$ cat src/rtl/kgp_risc_pkg.sv
// Shared types and defaults for the KGP_RISC fetch front end.
package kgp_risc_pkg;

    typedef enum logic [1:0] {
        BOOT  = 2'd0,
        RUN   = 2'd1,
        STALL = 2'd2,
        HALT  = 2'd3
    } seq_state_t;

    localparam int unsigned DEF_INSTR_BYTES = 4;
    localparam int unsigned DEF_RESET_PC    = 0;

endpackage

$ cat src/rtl/pc_ras.sv
// pc_ras: circular return-address stack; a push when full overwrites the oldest entry.
module pc_ras #(
    parameter int unsigned ADDR_W = 32,
    parameter int unsigned DEPTH  = 4
) (
    input  logic              clk,
    input  logic              rst,
    input  logic              push,
    input  logic              pop,
    input  logic [ADDR_W-1:0] push_data,
    output logic [ADDR_W-1:0] pop_data,
    output logic              empty,
    output logic              full
);

    localparam int unsigned PTR_W = (DEPTH > 1) ? $clog2(DEPTH) : 1;
    localparam int unsigned CNT_W = $clog2(DEPTH + 1);

    logic [ADDR_W-1:0] mem_q [DEPTH];
    logic [PTR_W-1:0]  top_q, top_d;
    logic [CNT_W-1:0]  cnt_q, cnt_d;
    logic [PTR_W-1:0]  top_inc, top_dec;

    // top_q is the next free slot; the newest entry sits one below it.
    always_comb begin
        top_inc = (top_q == PTR_W'(DEPTH - 1)) ? '0 : top_q + 1'b1;
        top_dec = (top_q == '0) ? PTR_W'(DEPTH - 1) : top_q - 1'b1;
        top_d   = top_q;
        cnt_d   = cnt_q;
        if (push && !pop) begin
            top_d = top_inc;
            if (cnt_q != CNT_W'(DEPTH)) begin
                cnt_d = cnt_q + 1'b1;
            end
        end else if (pop && !push && (cnt_q != '0)) begin
            top_d = top_dec;
            cnt_d = cnt_q - 1'b1;
        end
    end

    always_ff @(posedge clk) begin
        if (rst) begin
            top_q <= '0;
            cnt_q <= '0;
        end else begin
            top_q <= top_d;
            cnt_q <= cnt_d;
        end
    end

    always_ff @(posedge clk) begin
        if (push && !pop) begin
            mem_q[top_q] <= push_data;
        end
    end

    assign pop_data = mem_q[top_dec];
    assign empty    = (cnt_q == '0);
    assign full     = (cnt_q == CNT_W'(DEPTH));

endmodule

$ cat src/rtl/pc_sequencer.sv
// pc_sequencer: next-PC controller (fetch, redirects, stall, halt) for KGP_RISC.
// Define PC_SEQ_RAS_EN to add the call/return address stack (pc_ras).
module pc_sequencer
    import kgp_risc_pkg::*;
#(
    parameter int unsigned       ADDR_W      = 32,
    parameter logic [ADDR_W-1:0] RESET_PC    = ADDR_W'(DEF_RESET_PC),
    parameter int unsigned       INSTR_BYTES = DEF_INSTR_BYTES,
    parameter int unsigned       RAS_DEPTH   = 4
) (
    input  logic              clk,
    input  logic              rst,
    input  logic              stall,
    input  logic              br_valid,
    input  logic              br_taken,
    input  logic [ADDR_W-1:0] br_target,
    input  logic              jmp_valid,
    input  logic [ADDR_W-1:0] jmp_target,
    input  logic              call_valid,
    input  logic              ret_valid,
    input  logic              halt,
    input  logic              resume,
    output logic [ADDR_W-1:0] pc_out,
    output logic              pc_valid,
    output logic              flush,
    output logic              misalign,
    output logic              ras_empty
);

    localparam logic [ADDR_W-1:0] INC_VAL     = ADDR_W'(INSTR_BYTES);
    localparam logic [ADDR_W-1:0] OFFSET_MASK = ADDR_W'(INSTR_BYTES - 1);

    seq_state_t        state_q, state_d;
    logic [ADDR_W-1:0] pc_q, pc_d;
    logic              flush_q, flush_d;
    logic              misalign_q, misalign_d;

    logic              ret_hit, ret_miss;
    logic              ras_push, ras_pop;
    logic [ADDR_W-1:0] ras_target;
    logic              redirect;
    logic [ADDR_W-1:0] target;

`ifdef PC_SEQ_RAS_EN
    logic              ras_empty_w, ras_full_w;
    logic [ADDR_W-1:0] ras_data_w;

    pc_ras #(
        .ADDR_W (ADDR_W),
        .DEPTH  (RAS_DEPTH)
    ) u_ras (
        .clk       (clk),
        .rst       (rst),
        .push      (ras_push),
        .pop       (ras_pop),
        .push_data (pc_q + INC_VAL),
        .pop_data  (ras_data_w),
        .empty     (ras_empty_w),
        .full      (ras_full_w)
    );

    assign ret_hit    = ret_valid && !ras_empty_w;
    assign ret_miss   = ret_valid && ras_empty_w;
    assign ras_target = ras_data_w;
    assign ras_empty  = ras_empty_w;

    logic unused_ras;
    assign unused_ras = ras_full_w;
`else
    // Without a stack a call is just a jump and returns are dropped.
    assign ret_hit    = 1'b0;
    assign ret_miss   = 1'b0;
    assign ras_target = '0;
    assign ras_empty  = 1'b1;

    localparam int unsigned UNUSED_RAS_DEPTH = RAS_DEPTH;
    logic unused_ras;
    assign unused_ras = ^{ret_valid, ras_push, ras_pop};
`endif

    always_comb begin
        state_d    = state_q;
        pc_d       = pc_q;
        flush_d    = 1'b0;
        misalign_d = 1'b0;
        ras_push   = 1'b0;
        ras_pop    = 1'b0;
        redirect   = 1'b0;
        target     = '0;
        unique case (state_q)
            BOOT: state_d = RUN;
            RUN, STALL: begin
                if (halt) begin
                    state_d = HALT;
                end else begin
                    if (ret_hit) begin
                        redirect = 1'b1;
                        target   = ras_target;
                        ras_pop  = 1'b1;
                    end else if (call_valid || jmp_valid) begin
                        redirect = 1'b1;
                        target   = jmp_target;
                        ras_push = call_valid;
                    end else if (br_valid && br_taken) begin
                        redirect = 1'b1;
                        target   = br_target;
                    end
                    // A redirect overrides a simultaneous stall.
                    if (redirect) begin
                        state_d    = RUN;
                        pc_d       = target & ~OFFSET_MASK;
                        flush_d    = 1'b1;
                        misalign_d = |(target & OFFSET_MASK);
                    end else if (stall) begin
                        state_d = STALL;
                    end else begin
                        state_d = RUN;
                        pc_d    = pc_q + INC_VAL;
                    end
                    if (ret_miss) begin
                        misalign_d = 1'b1;
                    end
                end
            end
            HALT: begin
                if (resume && !halt) begin
                    state_d = RUN;
                end
            end
            default: state_d = BOOT;
        endcase
    end

    always_ff @(posedge clk) begin
        if (rst) begin
            state_q    <= BOOT;
            pc_q       <= RESET_PC;
            flush_q    <= 1'b0;
            misalign_q <= 1'b0;
        end else begin
            state_q    <= state_d;
            pc_q       <= pc_d;
            flush_q    <= flush_d;
            misalign_q <= misalign_d;
        end
    end

    assign pc_out   = pc_q;
    assign pc_valid = (state_q == RUN);
    assign flush    = flush_q;
    assign misalign = misalign_q;

endmodule

$ cat config.mk
export PLATFORM = sky130hd
export DESIGN_NAME = pc_sequencer
export DESIGN_NICKNAME = d
export VERILOG_FILES = /design/src/rtl/kgp_risc_pkg.sv /design/src/rtl/pc_ras.sv /design/src/rtl/pc_sequencer.sv
export SDC_FILE = /design/constraint.sdc
export NUM_CORES = 1
export LEC_CHECK = 0
export CORE_ASPECT_RATIO = 1.25
export CORE_MARGIN = 2
export CORE_UTILIZATION = 42
export DETAILED_ROUTE_END_ITERATION = 6
export PLACE_DENSITY = 0.81
export SLEW_MARGIN = 20
export SYNTH_ARGS = -nofsm -noshare
export SYNTH_HDL_FRONTEND = slang
export SYNTH_SLANG_ARGS = --single-unit
export TNS_END_PERCENT = 1
$ cat constraint.sdc
create_clock -name clk -period 2.9 [get_ports clk]
set_input_delay 0.435 -clock clk [delete_from_list [all_inputs] [get_ports clk]]
set_output_delay 0.435 -clock clk [all_outputs]
set_load 0.005 [all_outputs]
# Word-level counts from Yosys, hierarchy flattened
# Index checks and enable logic that the tools add are counted.
[classes] n_mux=16 eq_ne=5 bitwise_logic=3 add_sub_neg=1 reduce_logical=10
[op_table] cell="32-bit 2-to-1 mux" count=6
[op_table] cell="32-bit by 3-bit adder with 32-bit output (second input constant)" count=1
[op_table] cell="2-bit 2-to-1 mux" count=4
[op_table] cell="2-bit one-hot mux with 3 select lines" count=1
[op_table] cell="1-bit 2-to-1 mux" count=5
[op_table] cell="2-bit equality test (second input constant)" count=2
[op_table] cell="2-bit OR reduction" count=2
[op_table] cell="4-bit OR reduction" count=1
[op_table] cell="1-bit NOT" count=3
[op_table] cell="3-bit AND reduction" count=1
[op_table] cell="3-bit OR reduction" count=1
[op_table] cell="2-bit by 1-bit equality test with 1-bit output (second input constant)" count=1
[op_table] cell="1-bit logical AND" count=2
[op_table] cell="2-bit logical NOT" count=1
[op_table] cell="2-bit by 1-bit inequality test with 1-bit output (second input constant)" count=1
[op_table] cell="2-bit inequality test (second input constant)" count=1
[op_table] cell="1-bit logical NOT" count=1
[op_table] cell="1-bit logical OR" count=1
[totals] input_bits=74 output_inout_bits=36 register_bits=36 wordCells=39

# Logic depth before layout (Yosys ltp)
[depth] word_depth=8 ltp_mapped=10 ltp_nobuf=7

# Worst setup path after synthesis
# Ideal clock, no wire load.
[synth_timing] kind="register -> register" startpoint="register state_q[1]" endpoint="register pc_q[28], in the netlist pc_out[28]" stages_incl_launch_ff=11 setup_time_ns=0.115 t_required_ns=2.785 path_buffers=3 path_slack_ns=0.891 arrival_time_ns=1.895 synth_period_minus_slack_ns=2.009 cell_sequence="dfxtp_1 -> inv_1 -> ha_1 -> or2_2 -> clkbuf_1 -> a21o_1 -> buf_2 -> buf_2 -> nand2_1 -> o21ai_0 -> o21a_1"
[synth_between] elab_chain_cells=3 word_cells_on_any_way=4 cone_classes="eq/ne: 2; reduce/logical: 2"
[synth_lines] element="from (decl)" line_no="pc_sequencer.sv:33" rtl="seq_state_t state_q, state_d;"
[synth_lines] element="from (signal assigned)" line_no="pc_sequencer.sv:141" rtl="state_q <= state_d;"
[synth_lines] element="2-bit by 1-bit equality test with 1-bit output or 2-bit equality test (tied branches)"
[synth_lines] element="2-bit OR reduction (*)"
[synth_lines] element="3-bit AND reduction (no line) (*)"
[synth_lines] element="to (signal assigned)" line_no="pc_sequencer.sv:142" rtl="pc_q <= pc_d;"
[synth_lines] element="to (decl)" line_no="pc_sequencer.sv:34" rtl="logic [ADDR_W-1:0] pc_q, pc_d;"
# Every way passes the cells marked *; elsewhere a longest branch is shown, timed or not.
# A chain may end at the register's enable or synchronous reset.

# Worst setup path after layout
[layout_timing] startpoint="register state_q[1]" endpoint="register pc_q[12], in the netlist pc_out[12]"
# Same word-level chain as after synthesis.

==> summary.txt <==
Final layout
  – Most frequent cells in the layout: clkdlybuf4s50_1 (105), dfxtp_1 (34), nor2_1 (24), o21ai_0 (24), a21oi_1 (23)
  – # fillers: approximately 500
  – Layout area overhead: 51.95%
  – Final Cell Area: around 0.0037 mm^2
  – Final std cells w/o fill: 480
  – Register area: roughly 680 um^2
  – Share of layout cells above drive strength 1: under 10%
  – Antenna diodes: 0
  – Commonest non-fill, non-tap cell in the layout: clkdlybuf4s50_1
  – Final #Nets: ~490
  – Footprint of the multi-input gates: 0.001584 mm^2

Clocking
  – Clk pin slew, worst setup/hold paths: around 70 ps
  – Root Driver: clkbuf_8
  – Skew-Pair Late Insertion Delay: 300 ps
  – Post_cts resized: 0
  – Max Buffers Root-to-Sink: 2
  – Clock Sinks: 34
  – Post-CTS setup repair buffer count: 0
  – CTS tree: built
  – H-tree depth: 2
  – Num CTS Buffers: 5
  – CTS hold repair buffers: 0

Floorplanning
  – Rows: 30
  – Core box area: approximately 0.0055 mm^2
  – I/O Pins: 110
  – DIE HEIGHT: around 90 um
  – Width of the die: around 72 um
  – Starting Density: a little over two fifths
  – Die ar.: 0.006348 mm^2

Critical path
  – Reg-to-reg startpoint: state_q[1]
  – Crit Path Class: reg2reg
  – Startpoint Class: flop
  – Critical path origin: state_q[1]
  – CP most frequent cell: o21ai_0
  – Delay-heaviest family, CP: simple AND/OR/NAND/NOR gates
  – CP Cell Sequence: inv_1, ha_1, or2_2, a21o_1, buf_4, nor2_1, o21ai_0, o21ai_0
  – Crit end category: flop
  – Crit-path slowest cell: or2_2
  – Critical path required time: 3120 ps
  – Worst EP arrival: around 2600 ps
  – Worst Path Buf+Inv: 2
  – CP max stage delay: about 420 ps
  – CP Max Fanout: 12

Run status
  – Outcome: finished, final reports clean

Timing
  – Max Fclk: approximately 0.43 GHz
  – Final Max Slew Viols: 0
  – PnR worst setup slack: about 570 ps
  – RSZ-0062 raised after global routing: no
  – Slew headroom: roughly 53%
  – Setup TNS: 0 ps
  – Final period utilization: between 80% and 90%
  – # setup viols final: 0
  – Min cycle time layout: around 2300 ps
  – Final Skew: slightly below 10 ps
  – Hold Violations, Final: 0
  – Least-Margin Pin Slew: about 700 ps

Min path
  – Worst Hold Class: reg2reg
  – Min-delay src: pc_out[11]

Power and ir drop
  – Power density cells: approximately 350 mW/mm^2
  – Leakage: approximately 0.0013 uW
  – Peak VDD IR: between 200 and 300 uV

Synthesis
  – Yosys Warn Count: 0
  – Post-synth EDFFs: 0
  – Avg Synthesized Cell Area: 7.728 um^2
  – Synth Flop Type: dfxtp_1
  – Synth Cell Area: around 0.0024 mm^2
  – Post-synth ARST share: 0%
  – Synth unique cells: 60
  – #FFs+latches synth: 34
  – Seq/Total Area, Yosys: approximately 28%
  – Post-synthesis instance total: ~310

Place
  – Port Buf Inserts: roughly 110
  – Placed cell count: between 400 and 500
  – Final HPWL DP: a little over 6000 um
  – Place WS: 380.6 ps
  – Post-placement cell area: about 0.0036 mm^2
  – Placer Congestion: around 0.88

Detailed routing
  – DRT Pass-1 Iters: 5
  – Vias per inst: approximately 6.2
  – # DRC: 0
  – Routed WL: around 8300 um
  – Routed Antenna Nets: 0
  – WL/cell: approximately 17 um
  – Iteration-0 DRC Markers: approximately 260
  – Vias: between 2k and 3k

Flow run
  – Max-cap violations: 0

GRT
  – GRT Residual Overflow: 0
  – Vias in the first global route: 2,747
  – First-pass GRT wire length: between 10,000 and 15,000 um
  – Largest net degree at the start of global routing: 25
  – GRT Total Usage: 26.22%
  – Initial antenna violation count: 0
==> tightest hold or removal path, stage by stage, from the launching register on <==
cell	delay, ps
dfxtp_1	340
inv_1	60
o32ai_1	70
==> layout make-up <==
class	count	share of cell area (%)
timing repair buffer	123	32.48
tap	64	2.193
sequential	34	18.64
inverter	8	0.8222
multi-input combinational	243	43.37
clock buffer	7	2.364
clock inverter	1	0.1370
==> worst paths after layout <==
check	end	slack, ps	cells after the start
worst max-delay path	pc_out[12]	570	8
worst min-delay path	pc_out[11]	520	2
worst max register to register	pc_out[12]	570	8
worst min register to register	pc_out[11]	520	2
==> kinds of logic after synthesis <==
logic type | Yosys count | synth area share [%]
AO/OA/AOI/OAI | 123 | 35.76
adder cells (fa/ha/maj) | 3 | 1.562
buffers and inverters | 35 | 6.559
flip-flops | 34 | 28.32
multiplexers | 6 | 2.499
other | 2 | 0.3125
AND/OR/NAND/NOR | 108 | 24.99
==> synthesized netlist by cell type (2+ instances only) <==
cell      instances  area [um^2]
buf_4             3        22.52
a211o_1           2        17.52
clkbuf_1         17        63.81
o41ai_1           2        17.52
and2_1            3        18.77
inv_1             7        26.28
o311ai_0          4        35.03
a22oi_1          14        105.1
o21ai_0          24        120.1
o32ai_1           3        26.28
nand3_1          13        65.06
nand4_1          10        62.56
o22ai_1           4        25.02
a32o_1            3        30.03
buf_2             5        25.02
or3_1             6        37.54
a21oi_1          23        115.1
a221o_1           4        40.04
o31a_1            2        17.52
nor3_1           10        50.05
ha_1              3        37.54
conb_1            2        7.510
nor4_4            2        42.54
o211ai_1          5        37.54
o21a_1            4        30.03
nor4_1            7        43.79
nand2_1          20        75.07
a21o_1            6        45.04
nor2_1           24        90.09
dfxtp_1          34        680.7
a31oi_1           4        25.02
mux2i_1           6        60.06
or2_2             2        12.51
o31ai_1           4        30.03
a221oi_1          4        35.03
==> flip-flops by register name, indices dropped and copies added, names as in the netlist <==
register,count
flush,1
misalign,1
pc_out,30
state_q,2
==> report_power, final <==
part           switching, uW  internal, uW  leakage (uW)  total, uW
sequential              45.6           500      0.000278        545
clock                    181           192     0.0000482        373
combinational            151           217      0.000946        369
total                    378           908       0.00127       1290
==> per-layer routing <==
metal / up-vias / global-route usage [%] / routed length (um)
li1: 1417 / - / -
met5: - / 0 / 0
met4: 0 / 7.376 / 138
met2: 139 / 45.96 / 4042
met1: 1419 / 32.61 / 3503
met3: 13 / 5.353 / 621
==> stage by stage <==
step	power, uW	utilization [%]	hold WS (ps)
3_3_place_gp	911.8	64.98	504.6
3_5_place_dp	919.4	64.98	507.7
2_1_floorplan	696.7	-	497.0
6_report	1287	66.64	520.9
5_1_grt	1343	66.64	546.2
4_1_cts	1285	66.64	518.1
Power figures use the tool's default switching activity.
